**config.mk**
```make
export PLATFORM = sky130hd
export DESIGN_NAME = mcu_dmi_multi_req_sync
export DESIGN_NICKNAME = d
export VERILOG_FILES = /design/src/rtl/mcu_dmi_multi_req_sync.sv
export SDC_FILE = /design/constraint.sdc
export NUM_CORES = 1
export LEC_CHECK = 0
export CELL_PAD_IN_SITES_DETAIL_PLACEMENT = 2
export CELL_PAD_IN_SITES_GLOBAL_PLACEMENT = 2
export CORE_ASPECT_RATIO = 0.75
export CORE_MARGIN = 2
export CORE_UTILIZATION = 30
export DETAILED_ROUTE_END_ITERATION = 7
export GPL_TIMING_DRIVEN = 0
export PLACE_DENSITY_LB_ADDON = 0.12
export SETUP_SLACK_MARGIN = 0.3
export SLEW_MARGIN = 20
export SYNTH_ARGS = -nofsm -noshare
export SYNTH_HDL_FRONTEND = slang
export SYNTH_SLANG_ARGS = --single-unit
```
**constraint.sdc**
```tcl
create_clock -name clk -period 3.1 [get_ports clk]
set_input_delay 0.31 -clock clk [delete_from_list [all_inputs] [get_ports clk]]
set_output_delay 0.31 -clock clk [all_outputs]
set_load 0.05 [all_outputs]
```
**src/rtl/mcu_dmi_multi_req_sync.sv**
```systemverilog
// mcu_dmi_multi_req_sync
// Brings NUM_CH request levels from the JTAG/TCK domain into the core clock
// domain. Each channel's selected edge becomes a pending event. Pending events
// are handed to a core-side consumer one at a time over a valid/ready
// handshake, using round-robin arbitration across channels.
// For DMI, channel 0 is the read request and channel 1 is the write request.
//
// Ports
//   clk          core clock, the only clock
//   rst          synchronous active-high reset
//   async_req    per-channel request levels from the TCK domain
//   req_valid    an event is being offered
//   req_ch       one-hot channel of the offered event, zero when idle
//   req_ready    consumer accepts the offered event
//   pending      per-channel pending-event bits
//   overrun      sticky per-channel overrun flags (event dropped)
//   overrun_clr  write-1-to-clear for overrun
module mcu_dmi_multi_req_sync #(
  parameter int NUM_CH      = 2,
  parameter int SYNC_STAGES = 2,
  parameter int EDGE_MODE   = 0
) (
  input  logic              clk,
  input  logic              rst,
  input  logic [NUM_CH-1:0] async_req,
  output logic              req_valid,
  output logic [NUM_CH-1:0] req_ch,
  input  logic              req_ready,
  output logic [NUM_CH-1:0] pending,
  output logic [NUM_CH-1:0] overrun,
  input  logic [NUM_CH-1:0] overrun_clr
);

  localparam int IW = (NUM_CH > 1) ? $clog2(NUM_CH) : 1;

  typedef enum logic {IDLE, OFFER} state_e;

  state_e                           state_q, state_d;
  logic [SYNC_STAGES:0][NUM_CH-1:0] sync_q;
  logic [NUM_CH-1:0]                pending_q, pending_d;
  logic [NUM_CH-1:0]                overrun_q, overrun_d;
  logic [NUM_CH-1:0]                grant_q, grant_d;
  logic [IW-1:0]                    start_q, start_d;

  logic [NUM_CH-1:0] syncNew, syncOld, ev, accVec;
  logic [NUM_CH-1:0] rrReq, rrWin;
  logic [IW-1:0]     rrStart, accIdx, accNext;
  logic              accept, rrFound;
  int                rrIdx;

  // Synchroniser chain: stage 0 samples the raw level and each stage shifts up.
  // The top two stages feed the edge detector.
  always_ff @(posedge clk) begin
    if (rst) sync_q <= '0;
    else     sync_q <= {sync_q[SYNC_STAGES-1:0], async_req};
  end

  // Edge detection on the last two synchronised stages.
  always_comb begin
    syncNew = sync_q[SYNC_STAGES-1];
    syncOld = sync_q[SYNC_STAGES];
    case (EDGE_MODE)
      0:       ev = syncNew & ~syncOld;
      1:       ev = ~syncNew & syncOld;
      default: ev = syncNew ^ syncOld;
    endcase
  end

  // Accept is decoded from registered state only, so req_ready never reaches
  // req_valid or req_ch combinationally.
  always_comb begin
    accept = (state_q == OFFER) && req_ready;
    accVec = accept ? grant_q : '0;
    accIdx = '0;
    for (int i = 0; i < NUM_CH; i++) begin
      if (grant_q[i]) accIdx = IW'(i);
    end
    accNext = (accIdx == IW'(NUM_CH - 1)) ? '0 : accIdx + IW'(1);
  end

  // An event on a channel that is being accepted in the same cycle is queued
  // as the next pending event. Only an event that lands on a still-held pending
  // bit is dropped and flagged. A new set beats a simultaneous clear.
  always_comb begin
    pending_d = (pending_q & ~accVec) | ev;
    overrun_d = (overrun_q & ~overrun_clr) | (ev & pending_q & ~accVec);
  end

  // Round-robin request set and start point.
  // On accept, the search uses the post-accept pending set, starting just
  // above the accepted channel. Otherwise it uses the registered pending bits.
  always_comb begin
    rrReq   = (state_q == OFFER) ? pending_d : pending_q;
    rrStart = accept ? accNext : start_q;
  end

  // First requesting channel at or after rrStart, wrapping modulo NUM_CH.
  always_comb begin
    rrWin   = '0;
    rrFound = 1'b0;
    rrIdx   = 0;
    for (int i = 0; i < NUM_CH; i++) begin
      rrIdx = (int'(rrStart) + i) % NUM_CH;
      if (!rrFound && rrReq[rrIdx[IW-1:0]]) begin
        rrWin[rrIdx[IW-1:0]] = 1'b1;
        rrFound              = 1'b1;
      end
    end
  end

  // Next-state logic.
  // In OFFER the grant is frozen until accepted.
  // An accept with further work reloads the grant and stays in OFFER, so
  // back-to-back offers have no bubble.
  always_comb begin
    state_d = state_q;
    grant_d = grant_q;
    start_d = start_q;
    case (state_q)
      IDLE: begin
        if (|pending_q) begin
          grant_d = rrWin;
          state_d = OFFER;
        end
      end
      OFFER: begin
        if (accept) begin
          start_d = accNext;
          if (|pending_d) begin
            grant_d = rrWin;
          end else begin
            grant_d = '0;
            state_d = IDLE;
          end
        end
      end
      default: state_d = IDLE;
    endcase
  end

  always_ff @(posedge clk) begin
    if (rst) begin
      state_q   <= IDLE;
      pending_q <= '0;
      overrun_q <= '0;
      grant_q   <= '0;
      start_q   <= '0;
    end else begin
      state_q   <= state_d;
      pending_q <= pending_d;
      overrun_q <= overrun_d;
      grant_q   <= grant_d;
      start_q   <= start_d;
    end
  end

  assign req_valid = (state_q == OFFER);
  assign req_ch    = req_valid ? grant_q : '0;
  assign pending   = pending_q;
  assign overrun   = overrun_q;

endmodule
```
Word level (Yosys, flattened, before mapping)
Index checks and enable logic that the tools add are counted.
{"block": "word_totals", "regBits": 14, "latchBits": 0, "ram_bits": 0, "romBits": 0, "inputBits": 7, "out_inout_bits": 7, "wordCells": 61, "memories": 0}
{"block": "classes", "n_addsub": 2, "n_mul": 0, "div_mod_pow": 0, "n_lt_le_gt_ge": 4, "n_eq_ne": 2, "shifts": 0, "muxes": 25, "n_bitwise": 12, "n_reduce_logical": 8}
{"operator": "$mux 2", "n": 8}
{"operator": "$mux 1", "n": 13}
{"operator": "$and 2x2->2", "n": 5}
{"operator": "$not 2->2", "n": 3}
{"operator": "$or 2x2->2", "n": 3}
{"operator": "$logic_and 1x1->1", "n": 4}
{"operator": "$lt 1x2->1 const B", "n": 2}
{"operator": "$pmux 2 s2", "n": 1}
{"operator": "$reduce_or 2->1", "n": 2}
{"operator": "$add 1x1->1 const B", "n": 2}
{"operator": "$demux 1 s1", "n": 2}
{"operator": "$ge 1x1->1 const B", "n": 2}
{"operator": "$ne 2x1->1 const B", "n": 1}
{"operator": "$ne 2x2->1 const B", "n": 1}
{"operator": "$pmux 1 s2", "n": 1}
{"operator": "$reduce_and 2->1", "n": 1}
{"operator": "$logic_not 1->1", "n": 1}
{"operator": "$not 1->1", "n": 1}

Longest topological paths before layout
{"block": "depth", "depth_word": 15, "depth_mapped": 5, "ltp_nobuf": 4}

Worst setup path before layout
Ideal clock, no wire load.
{"block": "synth_timing", "kind": "flip-flop to flip-flop", "from": "reg state_q (netlist: req_valid)", "to": "reg grant_q[1]", "setup_time_ns": 0.096, "t_arrival_ns": 1.416, "required_time_ns": 3.004, "slack_ns": 1.588, "path_stages_with_launch": 6, "n_path_buf": 1, "period_less_slack_ns": 1.512, "cell_sequence": "dfxtp_1 buf_6 nand3_4 a22oi_2 nor2b_1 o41ai_2"}
{"block": "synth_via", "elab_chain_len": 15, "elab_cells_between_ends": 37, "classes_between": "add/sub (1); order compare (4); eq/ne (2); mux (18); bitwise (5); reduce/logical (7)"}
{"element": "start, declared", "line": "38", "text": "state_e state_q, state_d;"}
{"element": "start signal, assigned", "line": "149", "text": "state_q <= state_d;"}
{"element": "$logic_and 1x1->1", "line": "72", "text": "accept = (state_q == OFFER) && req_ready;"}
{"element": "$mux 2", "line": "73", "text": "accVec = accept ? grant_q : '0;"}
{"element": "$not 2->2", "line": "85", "text": "pending_d = (pending_q & ~accVec) | ev;"}
{"element": "$and 2x2->2", "line": "85"}
{"element": "$or 2x2->2", "line": "85"}
{"element": "$mux 2", "line": "93", "text": "rrReq = (state_q == OFFER) ? pending_d : pending_q;"}
{"element": "$mux 1 (implied by the code) (2 in a row)", "line": "104", "text": "if (!rrFound && rrReq[rrIdx[IW-1:0]]) begin"}
{"element": "$mux 1", "line": "104"}
{"element": "$logic_not 1->1", "line": "104"}
{"element": "$logic_and 1x1->1", "line": "104"}
{"element": "$mux 2", "line": "104"}
{"element": "$mux 2", "line": "129", "text": "if (|pending_d) begin"}
{"element": "$mux 2", "line": "127", "text": "if (accept) begin"}
{"element": "$pmux 2 s2", "line": "119", "text": "case (state_q)"}
{"element": "end signal, assigned", "line": "152", "text": "grant_q <= grant_d;"}
{"element": "end, declared", "line": "42", "text": "logic [NUM_CH-1:0] grant_q, grant_d;"}
Several ways; a longest one is shown, not always the timed one. The select of a mux whose other input is x is not followed.
A chain may end at the register's enable or synchronous reset.

Worst setup path after layout
{"block": "layout_timing", "from": "reg state_q (netlist: req_valid)", "to": "out req_ch[0]"}
{"block": "layout_via", "elab_chain_len": 1}
{"element": "$mux 2", "line": "158", "text": "assign req_ch = req_valid ? grant_q : '0;"}
{"element": "end, declared", "line": "27", "text": "output logic [NUM_CH-1:0] req_ch,"}
No other way between the ends.

==> qor.yml <==
run_status:
  status: "completed"
clock_network:
  cts_resized: 0
  root_buffer: "clkbuf_4"
  cts_buffers: 3
  htree_levels: 1
  postCtsHoldBufs: 0
  post_cts_buffers: 0
  cts_tree: "yes"
  cts.path.max_buffers: 2
  clkTransAtPathRegs_ns: 0.08
  clock_latency_ns: 0.27
  clock_sinks: 14
logic_synthesis:
  async_flop_share_pct: 0
  syn_avg_cell_area_um2: 10.1
  synth_edf_count: 0
  yosysUniqueCellTypes: 21
  synth-seq-cells: 14
  yosysSeqAreaShare_pct: 48.7
  syn_nets: 64
  yosysWarnings: 0
  synthesis.area_um2: 576
  synth_cells: 57
  synthFlopType: "dfxtp_1"
pwr:
  p_leak_nw: 0.298
  intPower_mw: 0.285
  ir_drop_v: 0.000208
  power_switching_mw: 0.0943
  combPwrFrac_pct: 15.6
  pwr-share-clk_pct: 33.6
  seq_power_share_pct: 50.8
  finalPower_mw: 0.379
  sw_frac_of_total_pct: 24.9
  power_density_mw_per_mm2: 493
drt:
  antenna_left: 0
  drcViolationCount: 0
  finalWirelength_mm: 1.26
  routed-via-count: 457
  drt-initial-drc-count: 5
  post_drt_via_cell_ratio: 4.76
  dr.pass1.iters: 2
  routedWlPerCell_um: 13.1
cells_and_area:
  drive_above_1_share_pct: 18.9
  final_net_count: 82
  areaGrowthSynthToFinish_pct: 33.7
  diodes: 0
timing:
  rsz0062_at_grt: "false"
  tns_ns: 0
  slew_headroom_pct: 67.2
  worstMarginPinSlew_ns: 0.491
  setup_viol_count_final: 0
  finalMaxSlewViolations: 0
  finalHoldViolCount: 0
  period_share_pct: 64.6
  fin_skew_ns: 0.00370
  period_needed_ns: 2.00
  fmax_mhz: 499
min_path:
  hold_path_end: "syncNew[0]$_SDFF_PP0_"
  worstHoldPathType: "flop to flop"
  holdPathStages: 1
  min_from: "sync_q[0]$_SDFF_PP0_"
worst_setup_path:
  crit_path_cell_trace: "buf_6, and2_2, clkdlybuf4s50_1"
  crit_arrival_ns: 1.69
  slowest_delay_ns: 0.79
  end_kind: "output pin"
  r2r_cells: 5
  path_max_fanout: 10
  slowest_stage: "clkdlybuf4s50_1"
  worstReg2RegStart: "req_valid$_SDFF_PP0_"
  cp_data_required_time_ns: 2.79
  path_class: "flop to output pin"
  r2r_end: "grant_q[1]$_SDFFE_PP0P_"
  ff2ff_setup_slack_ns: 1.86
  start_kind: "flop"
global_route:
  grt_pass1_wl_mm: 2.18
  grt_antenna_before_repair: 0
  grt_pass1_vias: 475
  overflow: 0
  grt_max_degree: 11
  grt_usage_pct: 13.8
job:
  maxCapViolations: 0
placement:
  gp_congestion: 0.675
  place.port_buffers: 13
  dpl.hpwl_um: 971
floorplan:
  die-area_mm2: 0.00229
  fp.dieW_um: 54.6
  row_count: 13
  start_util_pct: 32.5
  boundaryPins: 14
  fp.dieH_um: 41.9
  core_area_mm2: 0.00177
per-stage QoR:
step / hold slack, ns / instances / area [µm²] / util [%] / setup WS [ns]
final: 0.445 / 96 / 769 / 43.4 / 1.10
after global routing: 0.467 / 96 / 769 / 43.4 / 1.01
after CTS: 0.452 / 96 / 769 / 43.4 / 1.07
after detailed placement: 0.430 / 92 / 733 / 41.4 / 1.39
after global placement: 0.418 / 92 / 733 / 41.4 / 1.40
after floorplan: 0.382 / 57 / 576 / - / 1.59
synthesized netlist by cell type, types with 2 or more instances:
cell	count	area, µm²
and2b_1	2	15.0
nand3b_1	2	15.0
inv_1	2	7.51
and2_2	3	22.5
a21oi_1	4	20.0
nor2b_1	9	56.3
dfxtp_1	14	280
nor2_1	7	26.3
o41ai_2	2	32.5
power groups by stage:
stage	clock network, mW	logic, mW	registers, mW
4_1_cts	0.134	0.0607	0.193
3_3_place_gp	0	0.0589	0.196
6_report	0.127	0.0592	0.193
2_1_floorplan	0	0.0285	0.205
3_5_place_dp	0	0.0604	0.197
5_1_grt	0.144	0.0654	0.194
metal layers:
layer / vias to the layer above / wire (µm) / GRT usage [%]
met5: - / 0 / 0
met4: 0 / 12 / 4.50
met3: 2 / 51 / 6.47
met2: 9 / 586 / 20.7
met1: 216 / 610 / 17.0
li1: 230 / - / -
worst max path at each step:
stage,start,endpoint,slack (ns),depth (start not counted)
6_report,req_valid$_SDFF_PP0_,req_ch[0],1.10,3
5_1_grt,req_valid$_SDFF_PP0_,req_ch[0],1.01,3
4_1_cts,req_valid$_SDFF_PP0_,req_ch[0],1.07,3
3_5_place_dp,req_valid$_SDFF_PP0_,req_ch[0],1.39,3
3_3_place_gp,req_valid$_SDFF_PP0_,req_ch[0],1.40,3
2_1_floorplan,req_valid$_SDFF_PP0_,grant_q[1]$_SDFFE_PP0P_,1.59,5
placed cells by master, fill, tap and decap left out, types with 2 or more instances in the layout:
master	instances
a21oi_1	4
and2_2	3
and2b_1	2
clkbuf_4	3
clkdlybuf4s50_1	13
dfxtp_1	14
inv_1	2
nand3b_1	2
nor2_1	7
nor2b_1	9
o41ai_2	2
state kept, by name (all words and copies together) (netlist names):
signal	count
pending	2
req_valid	1
syncNew	2
start_q	1
sync_q	2
grant_q	2
syncOld	2
overrun	2
area by class of cell:
cell class | instances | area [µm²]
plain buffers | 2 | 16.3
flip-flops and latches | 14 | 280
repair buffers | 13 | 130
well taps | 22 | 27.5
clock buffers | 4 | 36.3
fillers | 191 | 1000
multi-input cells | 39 | 272
inverters | 2 | 7.51
worst max-delay path, delay by kind of cell, from the launching register on:
kind / cells / cell delay (ns)
buffers and inverters: 2 / 0.94
AND/OR/NAND/NOR: 1 / 0.14
flip-flops: 1 / 0.35
kinds of logic (layout without fill, tap and decap cells):
group                  Yosys count  count (layout)  synth area share, %
and+or+nand+nor                 28              28                 30.7
DFF                             14              14                 48.7
AOI/OAI and AO/OA               11              11                 16.5
buffers and inverters            4              21                 4.13
No activity file was read; power rests on OpenSTA's default activity.
